[config.mk]
export PLATFORM = sky130hd
export DESIGN_NAME = axis_seq_framer
export DESIGN_NICKNAME = d
export VERILOG_FILES = /design/src/rtl/axis_seq_pkg.sv /design/src/rtl/axis_out_reg.sv /design/src/rtl/axis_seq_framer.sv
export SDC_FILE = /design/constraint.sdc
export NUM_CORES = 1
export LEC_CHECK = 0
export ABC_AREA = 1
export ABC_CLOCK_PERIOD_IN_PS = 1900
export CAP_MARGIN = 10
export CORE_MARGIN = 3
export CORE_UTILIZATION = 43
export DETAILED_ROUTE_END_ITERATION = 16
export GPL_TIMING_DRIVEN = 1
export PLACE_DENSITY = 0.83
export RECOVER_POWER = 100
export SLEW_MARGIN = 15
export SYNTH_ARGS = -nofsm -noshare
export SYNTH_HDL_FRONTEND = slang
export SYNTH_SLANG_ARGS = --single-unit
[constraint.sdc]
create_clock -name m_axis_aclk -period 1.9 [get_ports m_axis_aclk]
set_clock_uncertainty 0.2 [all_clocks]
set_input_delay 0.57 -clock m_axis_aclk [delete_from_list [all_inputs] [get_ports m_axis_aclk]]
set_output_delay 0.57 -clock m_axis_aclk [all_outputs]
set_load 0.01 [all_outputs]
[src/rtl/axis_seq_pkg.sv]
// Shared definitions for the AXI-Stream sequence framer: state encoding,
// default geometry and the debug probe width helper.
package axis_seq_pkg;

    typedef enum logic {
        S_PASS = 1'b0,
        S_SEQ  = 1'b1
    } state_e;

    localparam int DEF_DATA_WIDTH = 32;
    localparam int DEF_SEQ_WIDTH  = 16;
    localparam int DEF_SEQ_INIT   = 1;

    function automatic int ila_width(input int seq_w);
        return seq_w + 3;
    endfunction

endpackage

[src/rtl/axis_out_reg.sv]
// Generic valid/data/last output register; a new beat may be loaded whenever
// the register is empty or the downstream side is taking the current beat.
module axis_out_reg #(
    parameter int WIDTH = 32
) (
    input  logic             clk_i,
    input  logic             rst_i,
    input  logic             load_i,
    input  logic [WIDTH-1:0] data_i,
    input  logic             last_i,
    input  logic             ready_i,
    output logic             valid_o,
    output logic [WIDTH-1:0] data_o,
    output logic             last_o,
    output logic             load_ok_o
);

    logic             valid_q;
    logic [WIDTH-1:0] data_q;
    logic             last_q;

    assign load_ok_o = !valid_q || ready_i;
    assign valid_o   = valid_q;
    assign data_o    = data_q;
    assign last_o    = last_q;

    // Output beat register; data/last hold their value while the slot is empty.
    always_ff @(posedge clk_i) begin
        if (rst_i) begin
            valid_q <= 1'b0;
            data_q  <= '0;
            last_q  <= 1'b0;
        end else if (load_ok_o) begin
            if (load_i) begin
                valid_q <= 1'b1;
                data_q  <= data_i;
                last_q  <= last_i;
            end else begin
                valid_q <= 1'b0;
            end
        end
    end

endmodule

[src/rtl/axis_seq_framer.sv]
// Passes AXI-Stream frames through and appends a trailer beat holding a
// per-frame sequence number. Debug probes enabled by AXIS_SEQ_FRAMER_ILA_EN.
module axis_seq_framer
    import axis_seq_pkg::*;
#(
    parameter int DATA_WIDTH = DEF_DATA_WIDTH,
    parameter int SEQ_WIDTH  = DEF_SEQ_WIDTH,
    parameter int SEQ_INIT   = DEF_SEQ_INIT
) (
    input  logic                  m_axis_aclk,
    input  logic                  m_axis_areset,
    input  logic                  s_axis_tvalid,
    input  logic [DATA_WIDTH-1:0] s_axis_tdata,
    input  logic                  s_axis_tlast,
    output logic                  s_axis_tready,
    output logic                  m_axis_tvalid,
    output logic [DATA_WIDTH-1:0] m_axis_tdata,
    output logic                  m_axis_tlast,
    input  logic                  m_axis_tready,
    input  logic                  seq_resync
`ifdef AXIS_SEQ_FRAMER_ILA_EN
    ,
    output logic [ila_width(SEQ_WIDTH)-1:0] ila_out
`endif
);

    localparam logic [SEQ_WIDTH-1:0] SEQ_INIT_V = SEQ_WIDTH'(SEQ_INIT);
    localparam logic [SEQ_WIDTH-1:0] SEQ_MAX_V  = {SEQ_WIDTH{1'b1}};

    state_e                 state_q, state_d;
    logic [SEQ_WIDTH-1:0]   seq_q, seq_d;
    logic                   load_ok_s;
    logic                   load_s;
    logic [DATA_WIDTH-1:0]  load_data_s;
    logic                   load_last_s;
    logic                   s_ready_s;

    axis_out_reg #(
        .WIDTH (DATA_WIDTH)
    ) u_out_reg (
        .clk_i     (m_axis_aclk),
        .rst_i     (m_axis_areset),
        .load_i    (load_s),
        .data_i    (load_data_s),
        .last_i    (load_last_s),
        .ready_i   (m_axis_tready),
        .valid_o   (m_axis_tvalid),
        .data_o    (m_axis_tdata),
        .last_o    (m_axis_tlast),
        .load_ok_o (load_ok_s)
    );

    assign s_axis_tready = s_ready_s;

    // State and sequence counter registers.
    always_ff @(posedge m_axis_aclk) begin
        if (m_axis_areset) begin
            state_q <= S_PASS;
            seq_q   <= SEQ_INIT_V;
        end else begin
            state_q <= state_d;
            seq_q   <= seq_d;
        end
    end

    // Next state, output-register load request and slave ready.
    always_comb begin
        state_d     = state_q;
        seq_d       = seq_q;
        load_s      = 1'b0;
        load_data_s = '0;
        load_last_s = 1'b0;
        s_ready_s   = 1'b0;
        case (state_q)
            S_PASS: begin
                s_ready_s = load_ok_s && !m_axis_areset;
                if (s_axis_tvalid && s_ready_s) begin
                    load_s      = 1'b1;
                    load_data_s = s_axis_tdata;
                    if (s_axis_tlast) begin
                        state_d = S_SEQ;
                    end else begin
                        state_d = S_PASS;
                    end
                end else begin
                    state_d = S_PASS;
                end
            end
            S_SEQ: begin
                if (load_ok_s) begin
                    load_s                       = 1'b1;
                    load_data_s[SEQ_WIDTH-1:0]   = seq_q;
                    load_last_s                  = 1'b1;
                    seq_d   = (seq_q == SEQ_MAX_V) ? SEQ_INIT_V : seq_q + SEQ_WIDTH'(1);
                    state_d = S_PASS;
                end else begin
                    state_d = S_SEQ;
                end
            end
            default: begin
                state_d = S_PASS;
            end
        endcase
        // Resync overrides the trailer increment; the trailer keeps the old value.
        if (seq_resync) begin
            seq_d = SEQ_INIT_V;
        end else begin
            seq_d = seq_d;
        end
    end

`ifdef AXIS_SEQ_FRAMER_ILA_EN
    logic [ila_width(SEQ_WIDTH)-1:0] ila_q;

    // Registered debug probe snapshot.
    always_ff @(posedge m_axis_aclk) begin
        if (m_axis_areset) begin
            ila_q <= '0;
        end else begin
            ila_q <= {seq_q, m_axis_tvalid & m_axis_tready,
                      m_axis_tvalid & !m_axis_tready, state_q == S_SEQ};
        end
    end

    assign ila_out = ila_q;
`endif

endmodule

==> metrics, run 1 <==
CP cell instances clkbuf_2 > inv_2 > nand2_1 > nor2_1 > buf_2; fin cells approximately 470; endpoint type of the worst setup path output port; worst setup path category input port to output port; part of the cycle the worst path needs 94.8%; DP Wirelength 4700 um; via count of the first global-routing pass around 2,200; timing-limited maximum frequency roughly 0.56 GHz; proportion of register bits with asynchronous set or reset after synthesis 0%; worst max-slew margin expressed relative to the limit roughly 72%; Top FF cell, synth sky130_fd_sc_hd__dfxtp_1; register area about 1000 um2; maximum VDD drop 0.370 mV; final number of max-transition violations 0; Post-Place Cells ~460; row cnt 25; combined area of the multi-input logic cells approximately 1100 um2; filler cell count in the final layout ~450; Ys Warns 0; CP max FO 2; diodes inserted 0; fraction of the yosys area taken by sequential cells 44.7%; type of the worst min-delay path flop to flop; fraction of power spent switching nets around a quarter; Critical Path Max Stage Delay ~0.13 ns; maximum number of pins on one net before global-route repair 23; antenna violations before repair 0; post-detailed-route count of antenna-violating nets 0; Tot GR Track Use 20.6%; total grt overflow 0; boundary pin count 73; clock period minus worst slack ~1.8 ns; Nets around 440; total cell area at the placement stage roughly 3200 um2; Power per Cell Area about 700 nW/um2; Critical path buffers and inverters 3; count of max-cap constraint violations 0; most frequent cells after synthesis sky130_fd_sc_hd__nand2_1, sky130_fd_sc_hd__dfxtp_1, sky130_fd_sc_hd__a21oi_1; final number of hold-violating endpoints 0; layout overhead on the synthesized area 41.2%; Synth Net Count roughly 350; floorplan die height slightly below 80 um; share of total power in combinational logic between 10% and 20%; port buffer count between 70 and 80; launching element type of the critical path input port; remaining design rule violation count 0; run status complete, no violations; Distinct cells, synth 27; number of DRC markers in iteration 0 approximately 220; routed via count 2,321; ratio of routed vias to standard cells slightly below 5; library cell with the largest summed area after synthesis sky130_fd_sc_hd__dfxtp_1; root buffer selected by CTS sky130_fd_sc_hd__clkbuf_8; leakage dissipation roughly 1.4 nW; maximum clock insertion buffer count 2; Mapped Area approximately 2300 um2; first-pass iteration count of the detailed router 4; slew at the pin closest to its max-slew limit between 0.4 and 0.5 ns; power share of the sequential group around half; Switch Pwr approximately 0.58 mW; post-layout instance area about 3200 um2; Worst-Skew Late Latency 0.31 ns; layout cells sized above 1 a little under an eighth; post-synthesis instance total roughly 310; crit path max-delay cell type sky130_fd_sc_hd__buf_2; required time worst endpoint 1.13 ns; largest cells by area after synthesis sky130_fd_sc_hd__dfxtp_1, sky130_fd_sc_hd__nand2_1, sky130_fd_sc_hd__a21oi_1, sky130_fd_sc_hd__o21ai_0, sky130_fd_sc_hd__inv_1; wire length of the first global-routing pass between 10,000 and 15,000 um; leading cell type by number of instances after synthesis sky130_fd_sc_hd__nand2_1; EDFF count, synth 0; cell family with the largest share of critical-path delay buffers and inverters; setup repair after global routing missed its margin false; initial core utilization roughly 46%; DIE AREA 6230 um2; Routability Congestion between 0.8 and 0.9; TritonCTS clock tree done; Post-Route WL approximately 6000 um; Std-Cell Core Area between 4000 and 5000 um2; Yosys top cell area share 44.7%; WL/cell approximately 13 um; average footprint of a synthesized cell approximately 7.3 um2; H-tree levels 2; post-synthesis register bit count 51; internal power consumption about 1.7 mW; relative contribution of the clock network to total power 34.6%; TritonCTS Sinks slightly above 50; post-CTS clock slew at the launch and capture registers of the worst setup and hold paths 0.10 ns; worst endpoint data arrival time approximately 1.0 ns; die outline width 78.9 um; Finish-stage setup viols 0; CTS buffer count 5
## power by group through the flow
stage / clock [mW] / combinational [mW] / sequential, mW
after global placement: 0 / 0.405 / 1.17
after detailed placement: 0 / 0.415 / 1.17
final: 0.804 / 0.376 / 1.14
after CTS: 0.823 / 0.382 / 1.14
after global routing: 0.875 / 0.414 / 1.15
after floorplan: 0 / 0.161 / 1.19
## kinds of logic (layout without fill, tap and decap cells)
group | count (synthesis) | in the layout | share of synthesized area (%)
xor+xnor | 3 | 3 | 1.15
compound gates | 81 | 81 | 18.4
buf+inv | 41 | 130 | 8.65
simple gates | 135 | 135 | 26.6
fa+ha+maj | 1 | 1 | 0.547
flops | 51 | 51 | 44.7
## cells in the final DEF, fill, tap and decap left out
cell,n
sky130_fd_sc_hd__clkbuf_8,6
sky130_fd_sc_hd__ha_1,1
sky130_fd_sc_hd__nor2_1,27
sky130_fd_sc_hd__nor2_4,2
sky130_fd_sc_hd__dfxtp_1,51
sky130_fd_sc_hd__buf_4,19
sky130_fd_sc_hd__nand2_1,81
sky130_fd_sc_hd__buf_2,1
sky130_fd_sc_hd__a211oi_1,1
sky130_fd_sc_hd__xor2_1,3
sky130_fd_sc_hd__clkbuf_2,4
sky130_fd_sc_hd__inv_2,3
sky130_fd_sc_hd__o21ai_0,32
sky130_fd_sc_hd__a31oi_1,1
sky130_fd_sc_hd__bufinv_16,1
sky130_fd_sc_hd__dlygate4sd2_1,34
sky130_fd_sc_hd__nand2_2,2
sky130_fd_sc_hd__nand2_4,3
sky130_fd_sc_hd__nor2_2,2
sky130_fd_sc_hd__inv_4,1
sky130_fd_sc_hd__clkdlybuf4s50_1,35
sky130_fd_sc_hd__a21oi_1,46
sky130_fd_sc_hd__buf_12,1
sky130_fd_sc_hd__nand3_4,1
sky130_fd_sc_hd__a21oi_4,1
sky130_fd_sc_hd__inv_6,1
sky130_fd_sc_hd__inv_1,24
sky130_fd_sc_hd__nor3_1,1
sky130_fd_sc_hd__nand3_1,9
sky130_fd_sc_hd__nand4_1,7
## registers in the layout (all words and copies together) (netlist names)
register,cells
u_out_reg.valid_o,1
seq_q,16
state_q,1
u_out_reg.data_o,32
u_out_reg.last_o,1
## worst paths after layout
kind / cells after the start / startpoint / end / slack, ns
min: 2 / u_out_reg.data_o[21] / u_out_reg.data_o[21] / 0.26
max reg2reg: 7 / seq_q[4] / seq_q[9] / 0.19
min reg2reg: 2 / u_out_reg.data_o[21] / u_out_reg.data_o[21] / 0.26
max: 5 / m_axis_areset / s_axis_tready / 0.1
## worst register-to-register path: cells and delay by family, from the launching register on
kind,cells,cell delay (ns)
AOI/OAI and AO/OA,1,0.06
DFF,1,0.41
and+or+nand+nor,6,0.92
## layout make-up
cell class / count / area share (%)
clock buffers: 6 / 2.56
inverters: 28 / 3.33
well taps: 67 / 2.60
repair buffers: 94 / 25.9
flip-flops and latches: 51 / 31.6
multi-input cells: 220 / 32.8
clock inverters: 2 / 1.20
## repair_timing
item,CTS,global route
pin swaps,0,1
endpoints found under the setup margin,71,17
gates resized for setup,42,4
hold buffers,0,0
buffers inserted,1,0
## through the flow
step | hold WS, ns | setup TNS, ns | utilization [%] | total power [mW] | setup slack (ns)
2_1_floorplan | 0.239 | 0 | - | 1.35 | 0.0702
3_3_place_gp | 0.246 | -16.09 | 64.2 | 1.57 | -0.668
3_5_place_dp | 0.253 | -17.95 | 64.2 | 1.59 | -0.712
4_1_cts | 0.265 | -0.0433 | 65.8 | 2.35 | -0.0433
5_1_grt | 0.287 | 0 | 65.3 | 2.44 | 0.0165
6_report | 0.263 | 0 | 65.3 | 2.32 | 0.0997
## per-layer routing
| metal | GRT usage (%) | vias up | routed length (um) |
|---|---|---|---|
| met4 | 7.04 | 0 | 117 |
| met3 | 3.97 | 10 | 398 |
| met1 | 26.6 | 1038 | 2670 |
| met5 | 0 | - | 0 |
| li1 | - | 1191 | - |
| met2 | 34.6 | 82 | 2990 |
Power figures use the tool's default switching activity.
==> inputs of run 2 (changes only) <==
--- a/config.mk
+++ b/config.mk
@@ -8,7 +8,7 @@
 export ABC_AREA = 1
 export ABC_CLOCK_PERIOD_IN_PS = 1900
 export CAP_MARGIN = 10
-export CORE_MARGIN = 3
+export CORE_MARGIN = 2
 export CORE_UTILIZATION = 43
 export DETAILED_ROUTE_END_ITERATION = 16
 export GPL_TIMING_DRIVEN = 1
==> metrics, run 2 (synthesized netlist as in run 1, its figures left out) <==
run status complete, no violations; timing-limited maximum frequency 0.547 GHz (-1.5%); slew at the pin closest to its max-slew limit 0.438 ns (+0.0222 ns); worst max-slew margin expressed relative to the limit 70.6% (-1.6 points); type of the worst min-delay path flop to flop; power share of the sequential group 53.9% (+4.7 points); r2r setup slk 0.20 ns (about the same); die outline width 76.9 um (-2.5%); number of DRC markers in iteration 0 152 (-30%); Switch Pwr 0.554 mW (-4.7%); Nets 439 (unchanged); maximum number of pins on one net before global-route repair 23 (unchanged); total grt overflow 0 (unchanged); DP Wirelength 4580 um (-2.6%); H-tree levels 2 (unchanged); Post-CTS Hold Buffers 0 (unchanged); capture point of the worst path s_axis_tready; Worst-Skew Late Latency 0.30 ns (about the same); internal power consumption 1.57 mW (-9.9%); layout overhead on the synthesized area 39.7%; clock period minus worst slack 1.83 ns (+0.0272 ns); CTS buffer count 5 (unchanged); Finish-stage setup viols 0 (unchanged); leakage dissipation 1.41 nW (-1.3%); worst setup path category input port to output port; commonest non-fill, non-tap cells in the layout sky130_fd_sc_hd__nand2_1, sky130_fd_sc_hd__dfxtp_1, sky130_fd_sc_hd__a21oi_1; post-CTS clock slew at the launch and capture registers of the worst setup and hold paths 0.09 ns (about the same); Place WS -0.684 ns (+0.0280 ns); worst setup slack after layout 0.0725 ns (-0.0272 ns); row cnt 26 (+4.0%); Post-Route WL 6040 um (-2.2%); root buffer selected by CTS sky130_fd_sc_hd__clkbuf_8; startpoint of the most critical setup path m_axis_areset; via count of the first global-routing pass 2,172 (-3.4%); setup repair after global routing missed its margin false; final number of max-transition violations 0 (unchanged); capture instance of the worst register-to-register path seq_q[13]; TritonCTS clock tree done; Power per Cell Area 665 nW/um2 (-7.7%); post-detailed-route count of antenna-violating nets 0 (unchanged); first-pass iteration count of the detailed router 4 (unchanged); final number of hold-violating endpoints 0 (unchanged); wire length of the first global-routing pass 10,200 um (-1.1%); maximum VDD drop 0.273 mV (-26%); Tot GR Track Use 21.0% (+0.32 points); Worst R2R Start seq_q[4]; part of the cycle the worst path needs 96.2% (+1.4 points); required time worst endpoint 1.13 ns (about the same); launching element type of the critical path input port; diodes inserted 0 (unchanged); maximum clock insertion buffer count 2 (unchanged); layout cells sized above 1 11.7% (-0.25 points); TritonCTS Sinks 51 (unchanged); power after layout 2.12 mW (-8.6%); remaining design rule violation count 0 (unchanged); max reg flops 32 (unchanged); Routability Congestion 0.906 (+1.8%); DIE AREA 5920 um2 (-5.0%); ratio of routed vias to standard cells 4.88 (-1.6%); depth of the most critical reg-to-reg path 7 (unchanged); floorplan die height 76.9 um (-2.5%); share of total power in combinational logic 17.8% (+1.6 points); relative contribution of the clock network to total power 28.3% (-6.3 points); Std-Cell Core Area 5110 um2 (+3.3%); initial core utilization 44.8% (-1.5 points); antenna violations before repair 0 (unchanged); count of max-cap constraint violations 0 (unchanged); commonest non-fill, non-tap cell in the layout sky130_fd_sc_hd__nand2_1; CP max FO 2 (unchanged); worst endpoint data arrival time 1.06 ns (+0.03 ns); WL/cell 12.8 um (-2.8%); port buffer count 72 (unchanged); fraction of power spent switching nets 26.1% (+1.1 points); boundary pin count 73 (unchanged); endpoint type of the worst setup path output port; routed via count 2,298 (-0.99%); Layout Utilization 62.5% (-2.7 points)
## run 2: cell types whose count changed in the layout (fill, tap and decap cells not counted), sizes merged
cell and delta:
inv -1, bufinv -1, clkinv +1, buf +2, clkbuf -1
## run 2: critical path, cell delays in order
cell and delay [ns]:
sky130_fd_sc_hd__buf_2 0.11, sky130_fd_sc_hd__inv_2 0.08, sky130_fd_sc_hd__nand2_1 0.05, sky130_fd_sc_hd__nor2_1 0.09, sky130_fd_sc_hd__clkbuf_1 0.16
## run 2: layout make-up
type                       instances  area, um2
fill                             484       1910
clock buffer                       7       76.3
inverter                          28        108
sequential                        51       1020
clock inverter                     1       5.00
timing repair buffer              94        840
tap                               70       87.6
multi-input combinational        220       1060
## run 2: through the flow
step           hold WS [ns]  TNS [ns]  area (um2)  cells
2_1_floorplan         0.239         0        2290    312
3_3_place_gp          0.246    -16.35        3170    462
3_5_place_dp          0.253    -17.79        3170    462
4_1_cts               0.264         0        3210    470
5_1_grt               0.294         0        3190    471
6_report              0.261         0        3190    471
## run 2: repair_timing
action,4_1_cts,5_1_grt
gates resized for setup,45,2
pin swaps,1,2
hold endpoints to repair,0,0
buffers inserted,0,1
endpoints found under the setup margin,70,1
## run 2: power groups by stage
stage               clock (mW)  combinational [mW]  sequential, mW
floorplan                    0               0.161            1.19
global placement             0               0.404            1.17
detailed placement           0               0.413            1.17
CTS                      0.616               0.380            1.14
global route             0.664               0.413            1.15
finish                   0.602               0.378            1.14
## run 2: worst min path at each step
stage,from,depth (start not counted),to,slack [ns]
6_report,u_out_reg.data_o[18],2,u_out_reg.data_o[18],0.26
5_1_grt,u_out_reg.last_o,2,u_out_reg.last_o,0.29
3_5_place_dp,u_out_reg.data_o[23],2,u_out_reg.data_o[23],0.25
4_1_cts,u_out_reg.data_o[23],2,u_out_reg.data_o[23],0.26
3_3_place_gp,seq_q[15],2,seq_q[15],0.25
2_1_floorplan,seq_q[15],2,seq_q[15],0.24
## run 2: metal layers
layer	GRT usage, %	wire length (um)
met1	27.8	2760
met2	34.5	2870
met3	3.53	278
met4	7.27	132
met5	0	0
